File: src/rtl/com_stream_ctrl_pkg.sv
// rtl/com_stream_ctrl_pkg.sv - phase encodings and default widths for the host stream controller
package com_stream_ctrl_pkg;

  typedef enum logic [1:0] {
    ST_LOAD    = 2'd0,
    ST_COMPUTE = 2'd1,
    ST_DUMP    = 2'd2,
    ST_FINISH  = 2'd3
  } phase_e;

  localparam int DATA_W_DEF = 16;
  localparam int ADDR_W_DEF = 8;

endpackage

File: src/rtl/com_stream_ctrl_if.sv
// rtl/com_stream_ctrl_if.sv - shared data memory port between the controller and the memory
interface com_stream_ctrl_if
  import com_stream_ctrl_pkg::*;
#(
  parameter int DATA_W = DATA_W_DEF,
  parameter int ADDR_W = ADDR_W_DEF
);

  logic              mem_wr_en;
  logic [ADDR_W-1:0] mem_addr;
  logic [DATA_W-1:0] mem_wr_data;
  logic [DATA_W-1:0] mem_rd_data;

  modport master (
    output mem_wr_en,
    output mem_addr,
    output mem_wr_data,
    input  mem_rd_data
  );

  modport slave (
    input  mem_wr_en,
    input  mem_addr,
    input  mem_wr_data,
    output mem_rd_data
  );

endinterface

File: src/rtl/com_dump_seq.sv
// rtl/com_dump_seq.sv - result window read sequencer with start/done framing
module com_dump_seq
  import com_stream_ctrl_pkg::*;
#(
  parameter int DATA_W    = DATA_W_DEF,
  parameter int ADDR_W    = ADDR_W_DEF,
  parameter int OUT_BASE  = 0,
  parameter int OUT_COUNT = 16
) (
  input  logic              clk,
  input  logic              reset,
  input  logic              en_i,
  input  logic [DATA_W-1:0] rd_data_i,
  output logic [ADDR_W-1:0] rd_addr_o,
  output logic [DATA_W-1:0] data_o,
  output logic              start_o,
  output logic              done_o,
  output logic              finished_o
);

  localparam int                CNT_W = ADDR_W + 1;
  localparam logic [CNT_W-1:0]  COUNT = CNT_W'(OUT_COUNT);
  localparam logic [ADDR_W-1:0] BASE  = ADDR_W'(OUT_BASE);

  logic [ADDR_W-1:0] rp_q;
  logic [CNT_W-1:0]  cnt_q;
  logic              v1_q;
  logic              last1_q;
  logic              start_q;
  logic              done_q;
  logic [DATA_W-1:0] data_q;

  logic issue;
  logic issue_last;

  assign issue      = en_i && (cnt_q != COUNT);
  assign issue_last = issue && (cnt_q == (COUNT - CNT_W'(1)));

  // Stage 1 tracks the memory read latency, stage 2 is the registered output word.
  always_ff @(posedge clk) begin
    if (reset) begin
      rp_q    <= BASE;
      cnt_q   <= '0;
      v1_q    <= 1'b0;
      last1_q <= 1'b0;
      start_q <= 1'b0;
      done_q  <= 1'b0;
      data_q  <= '0;
    end else begin
      if (issue) begin
        rp_q  <= rp_q + ADDR_W'(1);
        cnt_q <= cnt_q + CNT_W'(1);
      end
      v1_q    <= issue;
      last1_q <= issue_last;
      start_q <= v1_q;
      done_q  <= done_q | last1_q;
      if (v1_q) begin
        data_q <= rd_data_i;
      end
    end
  end

  assign rd_addr_o  = rp_q;
  assign data_o     = data_q;
  assign start_o    = start_q;
  assign done_o     = done_q;
  assign finished_o = start_q & done_q;

endmodule

File: src/rtl/com_stream_ctrl.sv
// rtl/com_stream_ctrl.sv - host load / compute / dump phase controller over the shared data memory
module com_stream_ctrl
  import com_stream_ctrl_pkg::*;
#(
  parameter int DATA_W    = DATA_W_DEF,
  parameter int ADDR_W    = ADDR_W_DEF,
  parameter int OUT_BASE  = 0,
  parameter int OUT_COUNT = 16
) (
  input  logic              clk,
  input  logic              reset,
  input  logic [DATA_W-1:0] com_data_in,
  input  logic              data_write_start,
  input  logic              data_write_done,
  input  logic              cores_done,
  com_stream_ctrl_if.master mem,
  output logic              cores_start,
  output logic [1:0]        state,
  output logic [DATA_W-1:0] com_data_out,
  output logic              output_write_start,
  output logic              output_write_done,
  output logic              load_overflow
);

  localparam logic [ADDR_W-1:0] WP_MAX = '1;

  phase_e            state_q;
  logic [ADDR_W-1:0] wp_q;
  logic              full_q;
  logic              overflow_q;
  logic              cores_start_q;

  logic              host_word;
  logic              wr_en;
  logic [ADDR_W-1:0] rd_addr;
  logic              dump_finished;

  assign host_word = (state_q == ST_LOAD) && data_write_start && !data_write_done;
  assign wr_en     = host_word && !full_q;

  com_dump_seq #(
    .DATA_W   (DATA_W),
    .ADDR_W   (ADDR_W),
    .OUT_BASE (OUT_BASE),
    .OUT_COUNT(OUT_COUNT)
  ) u_dump_seq (
    .clk       (clk),
    .reset     (reset),
    .en_i      (state_q == ST_DUMP),
    .rd_data_i (mem.mem_rd_data),
    .rd_addr_o (rd_addr),
    .data_o    (com_data_out),
    .start_o   (output_write_start),
    .done_o    (output_write_done),
    .finished_o(dump_finished)
  );

  // full_q marks that the last address has been written; wp_q itself stays saturated.
  always_ff @(posedge clk) begin
    if (reset) begin
      state_q       <= ST_LOAD;
      wp_q          <= '0;
      full_q        <= 1'b0;
      overflow_q    <= 1'b0;
      cores_start_q <= 1'b0;
    end else begin
      cores_start_q <= 1'b0;
      case (state_q)
        ST_LOAD: begin
          if (data_write_done) begin
            state_q       <= ST_COMPUTE;
            cores_start_q <= 1'b1;
          end else if (data_write_start) begin
            if (full_q) begin
              overflow_q <= 1'b1;
            end else if (wp_q == WP_MAX) begin
              full_q <= 1'b1;
            end else begin
              wp_q <= wp_q + ADDR_W'(1);
            end
          end
        end
        ST_COMPUTE: begin
          if (cores_done) begin
            state_q <= ST_DUMP;
          end
        end
        ST_DUMP: begin
          if (dump_finished) begin
            state_q <= ST_FINISH;
          end
        end
        ST_FINISH: begin
          state_q <= ST_FINISH;
        end
        default: begin
          state_q <= ST_LOAD;
        end
      endcase
    end
  end

  assign mem.mem_wr_en   = wr_en;
  assign mem.mem_addr    = (state_q == ST_DUMP) ? rd_addr : wp_q;
  assign mem.mem_wr_data = wr_en ? com_data_in : '0;

  assign cores_start   = cores_start_q;
  assign state         = state_q;
  assign load_overflow = overflow_q;

endmodule
File: src/flat_wrapper.sv
// flat-port wrapper written by rule: the top's interface ports become plain ports
module com_stream_ctrl_flat import com_stream_ctrl_pkg::*;
#(
  parameter int DATA_W    = DATA_W_DEF,
  parameter int ADDR_W    = ADDR_W_DEF,
  parameter int OUT_BASE  = 0,
  parameter int OUT_COUNT = 16
)
  (clk, reset, com_data_in, data_write_start, data_write_done, cores_done, cores_start, state, com_data_out, output_write_start, output_write_done, load_overflow, mem_mem_wr_en, mem_mem_addr, mem_mem_wr_data, mem_mem_rd_data);
  com_stream_ctrl_if #(.DATA_W(DATA_W), .ADDR_W(ADDR_W)) mem_i ();
  input  logic clk;
  input  logic reset;
  input  logic [DATA_W-1:0] com_data_in;
  input  logic data_write_start;
  input  logic data_write_done;
  input  logic cores_done;
  output logic cores_start;
  output logic [1:0] state;
  output logic [DATA_W-1:0] com_data_out;
  output logic output_write_start;
  output logic output_write_done;
  output logic load_overflow;
  output wire logic [$bits(mem_i.mem_wr_en)-1:0] mem_mem_wr_en;
  output wire logic [$bits(mem_i.mem_addr)-1:0] mem_mem_addr;
  output wire logic [$bits(mem_i.mem_wr_data)-1:0] mem_mem_wr_data;
  input wire logic [$bits(mem_i.mem_rd_data)-1:0] mem_mem_rd_data;
  assign mem_mem_wr_en = mem_i.mem_wr_en;
  assign mem_mem_addr = mem_i.mem_addr;
  assign mem_mem_wr_data = mem_i.mem_wr_data;
  assign mem_i.mem_rd_data = mem_mem_rd_data;
  com_stream_ctrl #(.DATA_W(DATA_W), .ADDR_W(ADDR_W), .OUT_BASE(OUT_BASE), .OUT_COUNT(OUT_COUNT)) u_core (.clk(clk), .reset(reset), .com_data_in(com_data_in), .data_write_start(data_write_start), .data_write_done(data_write_done), .cores_done(cores_done), .mem(mem_i), .cores_start(cores_start), .state(state), .com_data_out(com_data_out), .output_write_start(output_write_start), .output_write_done(output_write_done), .load_overflow(load_overflow));
endmodule
File: config.mk
export PLATFORM = sky130hd
export DESIGN_NAME = com_stream_ctrl_flat
export DESIGN_NICKNAME = d
export VERILOG_FILES = /design/src/rtl/com_stream_ctrl_pkg.sv /design/src/rtl/com_stream_ctrl_if.sv /design/src/rtl/com_dump_seq.sv /design/src/rtl/com_stream_ctrl.sv /design/src/flat_wrapper.sv
export SDC_FILE = /design/constraint.sdc
export NUM_CORES = 1
export LEC_CHECK = 0
export ABC_AREA = 1
export CAP_MARGIN = 20
export CORE_ASPECT_RATIO = 1.2
export CORE_MARGIN = 2
export CORE_UTILIZATION = 55
export CTS_BUF_LIST = sky130_fd_sc_hd__clkbuf_2 sky130_fd_sc_hd__clkbuf_4 sky130_fd_sc_hd__clkbuf_8
export DETAILED_ROUTE_END_ITERATION = 6
export DONT_BUFFER_PORTS = 1
export GPL_TIMING_DRIVEN = 0
export PLACE_DENSITY = 0.73
export RECOVER_POWER = 100
export SKIP_CTS_REPAIR_TIMING = 1
export SYNTH_ARGS = -nofsm -noshare
export SYNTH_HDL_FRONTEND = slang
export SYNTH_SLANG_ARGS = --single-unit
File: constraint.sdc
create_clock -name clk -period 1.2 [get_ports clk]
set_input_delay 0.12 -clock clk [delete_from_list [all_inputs] [get_ports clk]]
set_output_delay 0.12 -clock clk [all_outputs]
set_load 0.005 [all_outputs]
==> summary.md <==
| Metric | Value |
|---|---|
| Startpoint Class | `register` |
| WL per Instance | `14.2 um` |
| Initial Utilization | `0.566` |
| Die area | `0.00526 mm^2` |
| Post-synth cell types | `26` |
| Total core area | `0.00456 mm^2` |
| Status | `finished with violations` |
| Synth Warn # | `0` |
| Post-Route Skew | `0.00836 ns` |
| Synth Area per Inst | `6.34 um^2` |
| N_diodes | `0` |
| Synth Register Bits | `50` |
| Reg area | `0.00104 mm^2` |
| Htree depth | `2` |
| Clk pin slew, worst setup/hold paths | `0.09 ns` |
| Slew HR | `0.541` |
| TritonCTS clock tree | `done` |
| Via count | `2725` |
| Max-slew violation count | `0` |
| Die width | `66.5 um` |
| CP Class | `register to register` |
| Sw Ratio | `0.265` |
| Crit-path max FO | `5` |
| GR Util met2 | `0.407` |
| Area contributors post-synth | `dfxtp_1 (39%), nand2_1 (15%), nor2_1 (13%), inv_1 (6.7%), o21ai_0 (5.8%)` |
| Met3 Resource Use GR | `0.0439` |
| Chip height | `79.0 um` |
| Leak Pwr | `1.47 nW` |
| GP Congestion | `0.892` |
| # setup viols final | `51` |
| Final worst slack | `-0.213 ns` |
| Worst Path Arrival | `1.65 ns` |
| Routed wire length | `7240 um` |
| VDD IR max | `0.924 mV` |
| Period utilization | `1.18` |
| Clock buffer depth | `2` |
| Layout fillers | `319` |
| Detail Placement HPWL | `4220 um` |
| Most frequent cells in the layout | `nand2_1 (84), nor2_1 (65), inv_1 (40), dfxtp_1 (32), o21ai_0 (22)` |
| I/O Pins | `84` |
| Syn Inst Count | `407` |
| Worst-Skew Late Latency | `0.31 ns` |
| Dpl cells | `465` |
| P_int | `2.55 mW` |
| Unrepaired setup endpoints after global routing | `true` |
| Max Freq | `0.708 GHz` |
| Violated checks | `hold timing, setup timing` |
| Clock share of power | `0.342` |
| Fin crit period | `1.41 ns` |
| Max-capacitance violation count | `0` |
| Overall Global Routing Usage | `0.219` |
| Setup WS pre-CTS | `-0.243 ns` |
| Area occupied by multi-input gates | `0.00169 mm^2` |
| TritonRoute pass-1 iters | `5` |
| Mapped Nets | `448` |
| Initial antenna violation count | `0` |
| Psw | `917 uW` |
| Most common cell after layout, fill and taps aside | `nand2_1` |
| GRT overflow | `0` |
| Initial DRC count | `128` |
| Inserted Clock Buffers | `5` |
| Layout cell share with drive strength beyond 1 | `0.322` |
| Measured slew at the worst slew-check pin | `0.688 ns` |
| Port Buffers | `0` |
| Routed Antenna Nets | `0` |
| First-pass GRT wire length | `9000 um` |
| Largest net degree at the start of global routing | `16` |
| Power Dens Cells | `967 mW/mm^2` |
| Vias per std cell | `5.35` |
| Clk root buf | `clkbuf_8` |
| Final Power | `3.46 mW` |
| Non-filler cells, final | `509` |
| Flop pwr share | `0.510` |
| Residual DRC count | `0` |
| CP Capture Type | `register` |
| Cell Area, Synth | `0.00258 mm^2` |
| Hold slack final | `-0.0299 ns` |
| CTS sink count | `50` |
| HP Class | `input pin to register` |
| CP required | `1.44 ns` |
| Layout area overhead | `38.8%` |
| GR Util met1 | `0.242` |
| GRT busiest layer | `met2` |
| Logic gate share of total power | `0.148` |
| Seq/Total Area, Yosys | `0.388` |
| Vias in the first global route | `2079` |
| Fin. Hold Viols | `1` |
| Core Rows | `27` |
| Final Net Count | `492` |
| Synth area leader | `dfxtp_1` |
| Synth top area share | `0.388` |
==> layer usage <==
metal  vias to the layer above  part of all wire
met4                         0             0.029
met1                      1261              0.39
met5                         -                 0
met3                        19             0.047
met2                        91              0.54
li1                       1354                 -
==> cells by family (layout without fill, tap and decap cells) <==
kind of cell | after synthesis | count (layout) | synth area share
xor+xnor | 4 | 4 | 0.0136
compound gates | 54 | 54 | 0.112
buf+inv | 65 | 107 | 0.104
simple gates | 230 | 232 | 0.364
fa+ha+maj | 4 | 4 | 0.0194
flops | 50 | 50 | 0.388
==> stage by stage <==
stage | TNS (ns) | util | cell area [um^2]
after floorplan | -0.269 | - | 2620
final | -6.18 | 0.785 | 3580
after global placement | -5.61 | 0.590 | 2690
after CTS | -14.98 | 0.613 | 2800
after global routing | -9.72 | 0.785 | 3580
after detailed placement | -6.22 | 0.590 | 2690
==> worst max-delay path, cell delays in order, from the launching register on <==
cell and delay [ns]:
dfxtp_4 0.38, inv_4 0.04, ha_4 0.15, nand2_4 0.08
inv_2 0.04, nand2_2 0.07, nor2_4 0.05, nor2_4 0.12
buf_6 0.17, nand2_2 0.06, nor3_2 0.16
==> synth_stat cells, drive strengths merged <==
master,n
nand2,106
nor2,95
dfxtp,50
inv,48
o21ai,31
a21oi,22
nand3,22
buf,8
clkbuf,8
nand4,5
ha,4
xor2,3
nor3,2
a211oi,1
clkinv,1
xnor2,1
==> sequential cells by signal, summed over array words and instances (netlist names) <==
register	cells
u_core.u_dump_seq.cnt_q	9
u_core.u_dump_seq.start_o	1
u_core.state	2
u_core.cores_start	1
u_core.wp_q	8
u_core.u_dump_seq.rd_addr_o	8
u_core.u_dump_seq.last1_q	1
u_core.full_q	1
u_core.u_dump_seq.v1_q	1
u_core.load_overflow	1
u_core.u_dump_seq.done_o	1
u_core.u_dump_seq.data_o	16
==> final timing paths <==
kind,to,cells after the start,slack [ns],startpoint
hold reg to reg,u_core.wp_q[4],2,0.49,u_core.wp_q[4]
setup reg to reg,u_core.u_dump_seq.last1_q,10,-0.21,u_core.u_dump_seq.cnt_q[0]
setup / recovery,u_core.u_dump_seq.last1_q,10,-0.21,u_core.u_dump_seq.cnt_q[0]
hold / removal,u_core.u_dump_seq.data_o[8],2,-0.03,mem_mem_rd_data[8]
==> power by group through the flow <==
stage / clock (mW) / combinational [mW] / sequential [mW]
5_1_grt: 1.26 / 0.568 / 1.77
6_report: 1.19 / 0.514 / 1.77
4_1_cts: 1.19 / 0.276 / 1.77
2_1_floorplan: 0 / 0.220 / 1.79
3_5_place_dp: 0 / 0.274 / 1.80
3_3_place_gp: 0 / 0.271 / 1.80
==> layout make-up <==
cell class                 instances  area share
multi-input combinational        294       0.471
inverter                          49      0.0569
clock inverter                     2      0.0108
buffer                            14      0.0325
timing repair buffer              37      0.0999
clock buffer                       5      0.0192
sequential                        50       0.289
tap                               58      0.0203
No activity file was read; power rests on OpenSTA's default activity.
